--- config.mk ---
export PLATFORM = sky130hd
export DESIGN_NAME = param_normal_queue
export DESIGN_NICKNAME = d
export VERILOG_FILES = /design/src/rtl/param_normal_queue.sv
export SDC_FILE = /design/constraint.sdc
export NUM_CORES = 1
export LEC_CHECK = 0
export BUFFER_PORTS_ARGS = -buffer_cell sky130_fd_sc_hd__buf_2
export CORE_ASPECT_RATIO = 0.5
export CORE_UTILIZATION = 45
export DETAILED_ROUTE_END_ITERATION = 8
export PLACE_DENSITY = 0.67
export RECOVER_POWER = 100
export SYNTH_ARGS = -nofsm -noshare
export SYNTH_HDL_FRONTEND = slang
export SYNTH_SLANG_ARGS = --single-unit
--- constraint.sdc ---
create_clock -name clk -period 2.2 [get_ports clk]
set_input_delay 0.33 -clock clk [delete_from_list [all_inputs] [get_ports clk]]
set_output_delay 0.33 -clock clk [all_outputs]
set_load 0.03 [all_outputs]
--- src/rtl/param_normal_queue.sv ---
// rtl/param_normal_queue.sv - single-clock parametrised FIFO with normal, pipe and bypass modes
module param_normal_queue #(
    parameter int p_data_width         = 32,
    parameter int p_num_entries        = 4,
    parameter int p_mode               = 0,
    parameter int p_almost_full_thresh = 3
) (
    input  logic                                 clk,
    input  logic                                 reset,
    input  logic                                 flush,
    input  logic                                 w_val,
    output logic                                 w_rdy,
    input  logic [p_data_width-1:0]              w_msg,
    output logic                                 r_val,
    input  logic                                 r_rdy,
    output logic [p_data_width-1:0]              r_msg,
    output logic [$clog2(p_num_entries+1)-1:0]   count,
    output logic                                 almost_full
);

    localparam int CW = $clog2(p_num_entries + 1);
    localparam int PW = (p_num_entries > 1) ? $clog2(p_num_entries) : 1;

    localparam logic [PW-1:0] LAST_PTR = PW'(p_num_entries - 1);
    localparam logic [PW-1:0] PTR_ONE  = PW'(1);
    localparam logic [CW-1:0] FULL_CNT = CW'(p_num_entries);
    localparam logic [CW-1:0] AF_CNT   = CW'(p_almost_full_thresh);
    localparam logic [CW-1:0] CNT_ONE  = CW'(1);

    localparam bit MODE_PIPE   = (p_mode == 1);
    localparam bit MODE_BYPASS = (p_mode == 2);

    logic [p_data_width-1:0] mem_q [p_num_entries];

    logic [PW-1:0] w_ptr_q, w_ptr_d;
    logic [PW-1:0] r_ptr_q, r_ptr_d;
    logic [CW-1:0] count_q, count_d;

    logic full;
    logic empty;
    logic active;
    logic fwd;
    logic bypass_go;
    logic w_go;
    logic r_go;
    logic store;
    logic deq;

    // Handshake generation: readiness depends on mode; reset and flush mask both sides.
    always_comb begin
        full   = (count_q == FULL_CNT);
        empty  = (count_q == '0);
        active = reset & ~flush;

        w_rdy = 1'b0;
        r_val = 1'b0;
        if (active) begin
            if (MODE_PIPE) begin
                w_rdy = ~full | r_rdy;
                r_val = ~empty;
            end else if (MODE_BYPASS) begin
                w_rdy = ~full;
                r_val = ~empty | w_val;
            end else begin
                w_rdy = ~full;
                r_val = ~empty;
            end
        end

        // An empty bypass queue presents the incoming word directly on the read side.
        fwd       = MODE_BYPASS & empty & w_val;
        w_go      = w_val & w_rdy;
        r_go      = r_val & r_rdy;
        bypass_go = fwd & w_go & r_go;

        // A word consumed straight through the bypass never touches storage.
        store = w_go & ~bypass_go;
        deq   = r_go & ~bypass_go;
    end

    // Read data: forwarded word, head of storage, or zero when nothing is offered.
    always_comb begin
        r_msg = '0;
        if (r_val) begin
            if (fwd) begin
                r_msg = w_msg;
            end else begin
                r_msg = mem_q[r_ptr_q];
            end
        end
    end

    // Next-state for pointers and occupancy; wrap uses an explicit compare so any depth works.
    always_comb begin
        w_ptr_d = w_ptr_q;
        r_ptr_d = r_ptr_q;
        count_d = count_q;

        if (store) begin
            w_ptr_d = (w_ptr_q == LAST_PTR) ? '0 : (w_ptr_q + PTR_ONE);
        end
        if (deq) begin
            r_ptr_d = (r_ptr_q == LAST_PTR) ? '0 : (r_ptr_q + PTR_ONE);
        end

        if (store && !deq) begin
            count_d = count_q + CNT_ONE;
        end else if (deq && !store) begin
            count_d = count_q - CNT_ONE;
        end

        if (flush) begin
            w_ptr_d = '0;
            r_ptr_d = '0;
            count_d = '0;
        end
    end

    // State register with synchronous active-low reset.
    always_ff @(posedge clk) begin
        if (!reset) begin
            w_ptr_q <= '0;
            r_ptr_q <= '0;
            count_q <= '0;
        end else begin
            w_ptr_q <= w_ptr_d;
            r_ptr_q <= r_ptr_d;
            count_q <= count_d;
        end
    end

    // Storage array; contents are intentionally left unreset.
    always_ff @(posedge clk) begin
        if (store) begin
            mem_q[w_ptr_q] <= w_msg;
        end
    end

    // Status outputs come straight from the count register, held low during reset.
    always_comb begin
        count       = reset ? count_q : '0;
        almost_full = reset & (count_q >= AF_CNT);
    end

endmodule

Yosys cells after proc, flatten, opt, wreduce, memory -nomap -nowiden --
Memory sizes are Yosys's and may differ from the RTL's. A register that Yosys moved wholly into a read port is not among the register bits. Index checks and enable logic that the tools add are counted.
Storage, ports and cells: bits in writable memories 128, bits in latches 0, register bits 7, input bits 37, word-level logic and storage cells 39, bits in read-only memories 0, memories kept 1
Memory list:
- mem_q | words 4, width 32, read ports 1, clocked after Yosys merged registers in 1, wr ports 1, line 33 | logic [p_data_width-1:0] mem_q [p_num_entries];
Operators by class: multiply operators 0, mux-type cells 12, order comparisons 1, divide/modulo/power cells 0, reduce and logical (&&, ||, !) cells 7, eq/ne operators 3, bitwise logic cells 8, shift operators 0, add/subtract/negate cells 4
Operators by type and width (number):
- $mux 32 | 1
- $mux 3 | 3
- $mux 2 | 4
- $add 2x1->2 const B | 2
- $and 1x1->1 | 4
- $eq 2x2->1 const B | 2
- $mux 1 | 4
- $not 1->1 | 4
- $add 3x1->3 const B | 1
- $eq 3x3->1 const B | 1
- $ge 3x2->1 const B | 1
- $logic_not 3->1 | 1
- $sub 3x1->3 const B | 1
- $logic_and 1x1->1 | 2
- $logic_not 1->1 | 2
- $reduce_bool 2->1 | 1
- $reduce_or 2->1 | 1

Logic depth before layout (Yosys ltp) --
depth in word-level cells 8, gate-level depth with buffers 9, gate-level depth less buffers 8

Least setup slack after synthesis --
OpenSTA, ideal clock, no wires.
kind register to register, start point register count_q[0], end point register count_q[2], arrival time 2113 ps, path slack 15 ps, setup time 71 ps, period minus slack after synthesis 2185 ps, buffers on the path 0, cell stages (with the launch flop) 9, cell sequence dfxtp_1 > or3_1 > nand3_1 > ha_1 > inv_1 > fa_1 > xor2_1 > or3_1 > a21oi_1
Between the ends: word-level cells in the longest chain between the ends 7, elaborated cells between the ends (all ways) 17, classes of those cells add/sub: 2; eq/ne: 1; mux: 4; bitwise: 4; reduce/logical: 6
Ends and longest elaborated chain:
- from (decl) | line 37 | logic [CW-1:0] count_q, count_d;
- from (signal assigned) | line 128 | count_q <= count_d;
- $eq 3x3->1 or $logic_not 3->1 (tied branches) | line 51, 52
- $not 1->1 (on tied branches) | line 65, 66
- $mux 1 | line 57 | if (active) begin
- $and 1x1->1 (on tied branches) | line 72, 73
- $logic_not 1->1 (on tied branches) | line 108, 106
- $logic_and 1x1->1 (on tied branches) | line 108, 106
- $reduce_bool 2->1 (no line) or $mux 3 (tied branches)
Parallel ways exist; a longest one is shown, timed or not. The select of a mux whose other input is x is not followed. A chain may end at the register's enable or synchronous reset.

==> impl.org <==
** Layout
- Total area of sequential cells :: 0.00403 mm²
- The number of antenna diodes in the final layout is 0.
- Count of filler cells inserted in the layout :: 847
- Highest-count cells in the layout ignoring fill and taps :: 128 x edfxtp_1, 40 x clkbuf_1, 31 x mux4_2
- Syn-to-layout area delta :: 25.6%
- Post-route non-filler standard cell count :: 539
- Commonest non-fill, non-tap cell in the layout :: edfxtp_1
- At the end of the flow, the number of nets in the layout was 411.
- After routing the design area is 0.00680 mm².
- In the final layout, the multi-input gates occupy 0.00133 mm².
- In the final layout, the share of cells above drive strength 1 is 38.7%.

** Drt
- Sum of routed wire length over all layers :: 10.4 mm
- Dividing the detail-routed wire length by the instance count gives 19.3 µm.
- Summing over every cut layer, the via total after detailed routing is 2863.
- In this run, the number of DRC markers left after iteration 0 of detailed routing was 144.
- The pre-antenna-repair detailed-routing pass consisted of 4 iterations.
- For this run, design rule violations remaining after detail routing come to 0.
- In the routed layout, each cell is associated on average with a via count of 5.31.
- In this run the remaining antenna-violating nets after routing total 0.

** Logic synthesis
- The average instance in the mapped netlist occupies 20.6 µm².
- Synthesis produced 263 cells.
- When the netlist entered floorplanning its net count stood at 307.
- Sequential elements use 74.3% of the synthesized area.
- Synth warn :: 0
- Post-synthesis instance area :: 0.00541 mm²
- The synthesized design contains 137 register bits.
- Counting distinct cell types in the post-synthesis netlist gives 29.

** Pwr
- In this run the power density over the cells is 862 mW/mm².
- Leakage :: 2.39 nW
- VDD sags by at most 0.000498 V.

** GRT
- The first global-routing pass estimated 16.1 mm of wire.
- The via count of the first global-routing pass came to 3102.
- Entering global routing, the biggest net connects 37 pins.
- Global routing consumed, over all layers together, 18.0% of the routing resources.
- The initial antenna violation count was 0.
- Summed over all layers, the global routing overflow is 0.

** Critical path
- R2R Path End :: count_q[2]
- Cell count of the worst reg-to-reg path :: 8
- Data on the critical path is required at its endpoint by 1.87 ns.
- In this run the worst path has a maximum fanout of 6.
- Data on the critical path arrives at its endpoint at 1.87 ns.
- In this run the critical register-to-register path is launched from count_q[0].
- For flop-to-flop paths, the worst setup slack is 0.05 ns.
- Worst Setup End Kind :: output port
- The worst setup path is launched from a flop.
- The setup path with the least slack is of type reg -> out.

** Hold path
- The path with the worst hold slack has its endpoint at mem_q[3][17].
- Along the worst hold path, the cell count comes to 1.
- Type of the worst min-delay path :: in -> reg
- The startpoint identified for the worst hold timing path is w_msg[17].

** Placed design
- Once placement finished, the instance area stood at 0.00605 mm².
- Number of cells after detailed placement :: 502
- Routability-driven placement finished with a final weighted congestion of 0.749.
- # port buffers :: 74
- The wire-length estimate of the detail-placed layout is 6.29 mm.

** Timing
- Between clock sinks in the finished design, the worst skew comes to 0.00777 ns.
- Setup repair after global routing could not meet its margin everywhere.
- Final count of pins violating max slew :: 0
- The worst path in the final design needs a cycle of 2.20 ns, including I/O delays and setup.
- Derived from the worst setup path, the maximum achievable clock frequency is 0.455 GHz.
- Of the available clock period, the critical path in the final layout requires 99.9%.
- Setup violations remaining at the end of the flow were counted as 0.
- The final hold violation count came to 0.
- Measured against its own limit, the worst slew margin works out to 72.1%.
- Worst Max-Slew Pin Slew :: 0.419 ns
- In the final timing run, aggregate negative setup slack is 0 ns.

** Outcome
- Run status :: complete, no violations

** Clock network
- Clock network latency to the later pin of the worst-skew pair :: 0.41 ns
- Clock tree synthesis inserted a total of 17 buffers.
- TritonCTS built the clock tree.
- In this run the deepest clock path goes through 2 buffers.
- Root buffer selected by CTS :: clkbuf_16
- In this run, post-CTS hold repair placed 0 buffers.
- Clock tree synthesis found a total of 137 sinks.
- # H-tree levels :: 4
- Clock transition at the registers of the reported paths :: 0.06 ns

** Floorplan
- Die outline width :: 157 µm
- In this run the count of I/O pins placed on the die edge is 75.
- After floorplanning, the core was sized to cover 0.0114 mm².
- Starting density of the core :: 47.7%
- In this run the vertical extent of the chip is 79.6 µm.
- Number of rows created at floorplan :: 27
- The floorplan step defined a die boundary enclosing 0.0125 mm².

** Flow run
- Number of violations of the max-capacitance limit :: 0
[sequential cells by signal, summed over array words and instances (netlist names), named ones only]
signal / cells
r_ptr_q: 2
mem_q: 128
w_ptr_q: 2
count_q: 3
[power by group]
group	internal [mW]	switching, mW	total (mW)
clock	1.67	1.07	2.74
combinational	0.0899	0.139	0.229
sequential	2.88	0.00985	2.89
total	4.64	1.22	5.86
[metrics by stage]
stage                     hold WS (ns)  util, %  worst slack (ns)  total power, mW
after CTS                        0.119     59.4           -0.0154             5.90
after global routing             0.167     59.9           -0.0559             6.04
after global placement           0.477     53.3            0.0776             3.15
after floorplan                  0.429        -            0.0151             3.06
final                            0.172     59.9           0.00324             5.86
after detailed placement         0.494     53.3           -0.0453             3.17
[how the worst max path moves through the flow]
stage / end / depth (start not counted)
finish: r_msg[9] / 4
floorplan: count_q[2] / 8
global placement: count_q[2] / 9
CTS: r_msg[9] / 4
global route: r_msg[5] / 4
detailed placement: count_q[2] / 9
[what timing repair did]
| action | 4_1_cts | 5_1_grt |
|---|---|---|
| gates resized for setup | 31 | 24 |
| endpoints found under the hold margin | 0 | 0 |
| pin swaps | 1 | 4 |
| endpoints found under the setup margin | 29 | 33 |
| buffers inserted | 2 | 3 |
[layer usage]
metal  global-route usage (%)  wire (µm)
met1                     20.9       4280
met2                     31.7       5440
met5                        0          0
met3                     6.24        562
met4                     5.63         97
[cell families (layout without fill, tap and decap cells)]
kind of cell             after synthesis  count (layout)  synth area share, %
flip-flops                           137             137                 74.3
AND/OR/NAND/NOR                       53              53                 5.75
multiplexers                          36              36                 14.2
buffers and inverters                 21             138                 2.59
adder cells (fa/ha/maj)                7               7                 1.76
AO/OA/AOI/OAI                          7               7                 1.06
XOR/XNOR                               2               2                0.324
[synth_stat cells, drive strengths merged]
library cell	instances	area (µm²)
nor2	4	15.0
a21oi	2	10.0
ha	6	75.1
nor2b	1	6.26
dfxtp	9	180
or3	2	12.5
o21ai	1	5.00
xor2	2	17.5
a211oi	1	20.0
nand2	3	11.3
and2	7	43.8
or2	1	6.26
buf	8	91.3
a21o	1	7.51
nand3	1	5.00
and3	32	200
o31ai	1	7.51
inv	7	26.3
nor3	1	5.00
mux2i	4	40.0
edfxtp	128	3840
fa	1	20.0
nand2b	1	6.26
mux4	32	728
clkbuf	6	22.5
o211ai	1	7.51
[critical path, cell delays in order (launching register included)]
cell     delay (ns)
dfxtp_4        0.41
buf_6          0.17
mux4_2         0.50
and3_1         0.21
buf_2          0.18
[area by class of cell]
cell class / instances / area share (%)
timing repair buffer: 99 / 9.36
multi-input combinational: 105 / 19.6
clock buffer: 18 / 6.31
inverter: 7 / 0.386
tap: 159 / 2.92
sequential: 137 / 59.2
clock inverter: 14 / 2.17
No activity file was read; power rests on OpenSTA's default activity.
